$ cat config.mk
export PLATFORM = sky130hd
export DESIGN_NAME = mem_stage
export DESIGN_NICKNAME = d
export VERILOG_FILES = /design/src/rtl/mem_stage.sv
export SDC_FILE = /design/constraint.sdc
export NUM_CORES = 1
export LEC_CHECK = 0
export ABC_AREA = 1
export BUFFER_PORTS_ARGS = -buffer_cell sky130_fd_sc_hd__buf_2
export CAP_MARGIN = 20
export CORE_MARGIN = 2
export CORE_UTILIZATION = 30
export CTS_BUF_LIST = sky130_fd_sc_hd__clkbuf_2 sky130_fd_sc_hd__clkbuf_4 sky130_fd_sc_hd__clkbuf_8
export DETAILED_ROUTE_END_ITERATION = 6
export GPL_TIMING_DRIVEN = 0
export PLACE_DENSITY = 0.73
export SLEW_MARGIN = 25
export SYNTH_ARGS = -nofsm -noshare
export SYNTH_HDL_FRONTEND = slang
export SYNTH_SLANG_ARGS = --single-unit
$ cat constraint.sdc
create_clock -name clk -period 1.9 [get_ports clk]
set_clock_uncertainty 0.05 [all_clocks]
set_input_delay 0.38 -clock clk [delete_from_list [all_inputs] [get_ports clk]]
set_output_delay 0.38 -clock clk [all_outputs]
set_load 0.1 [all_outputs]
$ cat src/rtl/mem_stage.sv
// Memory-access stage of the five-stage pipeline: issues data-cache requests,
// stalls upstream until the cache completes, and holds the MEM/WB register.
module mem_stage #(
  parameter int CNT_W = 16
) (
  input  logic             clk,
  input  logic             rst,
  input  logic [4:0]       RTD_ADDR,
  input  logic [31:0]      ALU_Res,
  input  logic [31:0]      RT_data,
  input  logic [31:0]      PC_plus_4,
  input  logic             RegWrite,
  input  logic             MemtoReg,
  input  logic             MemRead,
  input  logic             MemWrite,
  input  logic             isJAL,
  output logic             DCACHE_ren,
  output logic             DCACHE_wen,
  output logic [29:0]      DCACHE_addr,
  output logic [31:0]      DCACHE_wdata,
  input  logic [31:0]      DCACHE_rdata,
  input  logic             DCACHE_stall,
  output logic             MEM_stall,
  output logic [4:0]       WB_addr,
  output logic [31:0]      WB_data,
  output logic             WB_RegWrite,
  output logic [CNT_W-1:0] stall_cycles,
  output logic             err_rw,
  output logic             err_misalign,
  output logic             stateDbg
);

  // Handshake: the request (ren/wen) is held while DCACHE_stall is high;
  // the access completes in the first cycle the request is seen with
  // DCACHE_stall low. Upstream is frozen by MEM_stall in the meantime.
  typedef enum logic {IDLE = 1'b0, BUSY = 1'b1} state_t;

  state_t      state, nextState;
  logic        acc;
  logic        complete;
  logic [31:0] wbValue;

  assign acc          = MemRead | MemWrite;
  assign DCACHE_wen   = MemWrite;
  assign DCACHE_ren   = MemRead & ~MemWrite;
  assign DCACHE_addr  = ALU_Res[31:2];
  assign DCACHE_wdata = RT_data;
  assign MEM_stall    = acc & DCACHE_stall;
  assign stateDbg     = state;

  // A request vanishing while BUSY is illegal; it is dropped without write-back.
  assign complete = ~MEM_stall & ~((state == BUSY) & ~acc);

  always_comb begin
    nextState = state;
    case (state)
      IDLE:    if (acc && DCACHE_stall) nextState = BUSY;
      BUSY:    if (!acc || !DCACHE_stall) nextState = IDLE;
      default: nextState = IDLE;
    endcase
  end

  always_comb begin
    wbValue = ALU_Res;
    if (isJAL)         wbValue = PC_plus_4;
    else if (MemtoReg) wbValue = DCACHE_rdata;
  end

  always_ff @(posedge clk) begin
    if (rst) begin
      state        <= IDLE;
      WB_addr      <= '0;
      WB_data      <= '0;
      WB_RegWrite  <= 1'b0;
      stall_cycles <= '0;
      err_rw       <= 1'b0;
      err_misalign <= 1'b0;
    end else begin
      state <= nextState;
      if (complete) begin
        WB_addr     <= RTD_ADDR;
        WB_data     <= wbValue;
        WB_RegWrite <= RegWrite;
      end else begin
        WB_RegWrite <= 1'b0;
      end
      if (MEM_stall && stall_cycles != {CNT_W{1'b1}})
        stall_cycles <= stall_cycles + {{(CNT_W-1){1'b0}}, 1'b1};
      if (MemRead && MemWrite) err_rw <= 1'b1;
      if (acc && ALU_Res[1:0] != 2'b00) err_misalign <= 1'b1;
    end
  end

endmodule

Word-level counts from Yosys, hierarchy flattened --
Cells that the tools add are included.
Word-level totals: register bits after elaboration 57, bits in latches 0, bits in writable memories 0, ROM bits 0, input bits 141, output and inout port bits 122, logic and storage cells 34, memories 0
Cells by class: $add $sub $neg 1, $mul 0, divide/modulo/power cells 0, magnitude comparators 0, equality and inequality tests 1, shifts and indexed selects 0, muxes and demuxes 5, bitwise operators 11, reductions and logical operators 9
Operators by type and width (count):
- 32-bit two-way mux | 2
- 16-bit by 1-bit adder with 16-bit output, second input constant | 1
- 16-bit != test, second input constant | 1
- 1-bit inverter | 6
- 1-bit AND | 4
- 1-bit logical AND | 4
- 1-bit zero test | 2
- 1-bit two-way mux | 2
- 1-bit case mux with 2 select lines | 1
- 2-bit nonzero test | 1
- 2-bit OR reduction | 1
- 1-bit logical OR | 1
- 1-bit OR | 1

Depth between registers and ports, before layout --
depth in word-level cells 7, depth in mapped cells 9, depth with buffers taken out 9

Worst setup path after synthesis --
OpenSTA, ideal clock, no wires.
kind register -> register, start point reg stall_cycles[1], end point reg stall_cycles[13], setup time 0.119 ns, arrival time 2.061 ns, required time 1.731 ns, path slack -0.331 ns, stages on the path, launching flop included 8, path buffers 1, period minus slack after synthesis 2.231 ns, cells stage by stage dfxtp_1 -> ha_1 -> nand2_1 -> nor2_2 -> nand4_1 -> buf_4 -> a21oi_1 -> nor2_1
On the way: word-level cells in the longest chain between the ends 2, elaborated cells on any way between the ends 3, those cells by class add/sub (1); eq/ne (1); reduce/logical (1)
RTL lines:
- start: declaration | RTL line 27 | output logic [CNT_W-1:0] stall_cycles,
- start signal: assignment | RTL line 88 | stall_cycles <= stall_cycles + {{(CNT_W-1){1'b0}}, 1'b1};
- parallel branches: the longest is 2 deep, another holds 16-bit by 1-bit adder with 16-bit output
Several ways; the timed one is not identified. A chain may end at the register's enable or synchronous reset.

Worst setup path in the final report --
start point in MemWrite, end point out MEM_stall
On the way: word-level cells in the longest chain between the ends 2
RTL lines:
- start: declaration | RTL line 15 | input logic MemWrite,
- 1-bit OR | RTL line 43 | assign acc = MemRead | MemWrite;
- 1-bit AND | RTL line 48 | assign MEM_stall = acc & DCACHE_stall;
- end: declaration | RTL line 23 | output logic MEM_stall,
Every way passes these cells.

==> results_dict.tcl <==
set metrics [dict create \
    dieArea_sq_um 12500 \
    port-buffer-count 228 \
    synthDistinctLibCells 27 \
    area_growth_pct 44.2 \
    drtAntennaViolNets 0 \
    whs_endpoint "WB_addr[4]" \
    layout_min_cycle_time_ns 1.71 \
    fp.dieH_microns 112 \
    cts_buffers 9 \
    cp_max_fo 7 \
    fin_area_sq_um 5030 \
    ctsResizeCount 0 \
    wl_microns 11700 \
    relSlewSlack 0.624 \
    fill_cells 1234 \
    cts.sinks 57 \
    synth_top_cells_by_count "a21oi_1 (73), nand2_1 (71), buf_4 (65)" \
    synth_seq_cells 57 \
    rrSetupSlack_ns 0.29 \
    synth.area.top_cells "dfxtp_1 (33%), buf_4 (14%), a21oi_1 (10%)" \
    start_util 0.307 \
    die_w_microns 112 \
    ios 263 \
    grt-ovfl-total 0 \
    grt_pass1_wl_microns 18200 \
    syn_area_sq_um 3490 \
    synth_simple_gate_area_frac 0.189 \
    antenna_cells 0 \
    synth_xor_area_frac 0 \
    root_buffer "clkbuf_8" \
    yosysMostFrequentCell "a21oi_1" \
    finalNetCount 882 \
    cp.required_ns 1.47 \
    start_kind "primary input" \
    synth_compound_area_frac 0.240 \
    drt_iter0_markers 187 \
    fmax_ghz 0.586 \
    path_clk_slew_ns 0.07 \
    crit_arrival_ns 1.28 \
    synth_fa_ha_area_frac 0.00359 \
    stdcell_count 888 \
    rsz0062_at_grt "no" \
    hold_class "primary input to flop" \
    avgSynthCellArea_sq_um 6.96 \
    status "complete, no violations" \
    drive_above_1_share 0.474 \
    fin_setup_tns_ns 0 \
    antenna_found_initial 0 \
    cellLeakagePower_uw 0.00264 \
    vias 4013 \
    clk_latency_ns 0.33 \
    wl_per_cell_microns 13.2 \
    vdd.ir_drop.worst_mv 0.416 \
    core_sq_um 11400 \
    rr_startpoint "stall_cycles[0]" \
    path_class "primary input to primary output" \
    power_density_nw_per_um2 872 \
    htree_levels 3 \
    dp.cells 872 \
    async_flop_share 0 \
    slowest_delay_ns 0.48 \
    yosysSeqAreaShare 0.327 \
    ys_warn_count 0 \
    worstHoldPathCells 3 \
    cts_buffer_depth 2 \
    crit_path_end_kind "primary output" \
    grt_max_degree 11 \
    synth_edf_count 0 \
    period_share 0.899 \
    hold_buffers 0 \
    vias_per_cell 4.52 \
    holdCritStartpoint "RTD_ADDR[4]" \
    rr_endpoint "stall_cycles[5]" \
    drc 0 \
    postCtsSetupBuffers 0 \
    setup_violations 0 \
    rr_worst_depth 7 \
    place_area_sq_um 4830 \
    hold_viol 0 \
    tightest_slew_ns 0.564 \
    track_usage 0.182 \
    critPathSlowestCell "buf_2" \
    synth.area.mux_share 0 \
    cp_cell_sequence "buf_2, nor2_4, nor2_4, buf_2" \
    synth_flop_cell "dfxtp_1" \
    synth_largest_area_cell "dfxtp_1" \
    grt_pass1_vias 3646 \
    synth.net_count 643 \
    synth_top_family_by_area "compound AO/OA/AOI/OAI gates" \
    fp-row-count 39 \
    synthCells 501 \
    finalHoldWorstSlack_ns 0.212 \
    slew_violations 0 \
    cts_tree "done" \
    dr.pass1.iters 4 \
    gp_congestion 0.862 \
    dp_hpwl_microns 9310 \
    fin_util 0.443 \
    maxCapViolations 0 \
    synth_top_area_share 0.327 \
]
## layout by cell type (no fill, tap or decap), types with 3 or more instances in the layout
master    Yosys  routed
dfxtp_1      57      41
a21oi_1      73      73
buf_6         7       7
buf_4        65      65
inv_1        49      49
o21ai_1       3       3
o21ai_0      37      37
buf_2         4     232
nor2_1       47      46
nand3_1      13      13
clkbuf_4      0       3
nor3_1        4       4
clkbuf_8      0      10
clkbuf_1     13      13
dfxtp_2       0      16
o211ai_1     32      32
nand2_2       3       3
nor2_2        4       5
nand2_1      71      71
nor2_4        4       4
nand4_1       3       3
## routing by layer
layer,GRT usage,vias up,wire [microns]
met3,0.0446,13,873
li1,-,2070,-
met4,0.0502,0,127
met1,0.219,1768,4910
met5,0,-,0
met2,0.324,162,5810
## where the power goes
group	total [uW]	internal (uW)	switching, uW
Combinational	1870	388	1480
Sequential	1320	1280	39.2
Clock	1190	682	511
## worst max-delay path, delay by kind of cell
family	cells	cell delay, ns
simple gates	2	0.28
buf+inv	2	0.62
## sequential cells by signal, summed over array words and instances, names as in the netlist
signal	flops
WB_RegWrite	1
stateDbg	1
err_rw	1
WB_addr	5
WB_data	32
stall_cycles	16
err_misalign	1
## kinds of logic (layout without fill, tap and decap cells)
kind of cell	Yosys count	in the layout
AO/OA/AOI/OAI	149	149
adder cells (fa/ha/maj)	1	1
buffers and inverters	142	386
flip-flops	57	57
AND/OR/NAND/NOR	152	152
## how the worst max path moves through the flow
stage | start | to | slack, ns
final | MemWrite | MEM_stall | 0.19
after detailed placement | MemWrite | MEM_stall | 0.19
after floorplan | stall_cycles[1] | stall_cycles[13] | 0.06
after global placement | MemWrite | MEM_stall | 0.18
after CTS | MemWrite | MEM_stall | 0.19
after global routing | stall_cycles[0] | stall_cycles[5] | 0.12
## through the flow
step / worst slack (ns) / total power [uW]
6_report: 0.192 / 4380
5_1_grt: 0.118 / 4570
4_1_cts: 0.189 / 4430
3_5_place_dp: 0.191 / 3220
3_3_place_gp: 0.185 / 3210
2_1_floorplan: 0.0616 / 2860
## cell type report
cell class,count,area (sq um),area share
inverter,51,194,0.0385
buffer,91,643,0.128
sequential,57,1160,0.231
timing repair buffer,228,1140,0.227
tap,143,179,0.0356
clock buffer,13,160,0.0318
clock inverter,3,40.0,0.00796
multi-input combinational,302,1510,0.301
(Power assumes the default switching activity.)
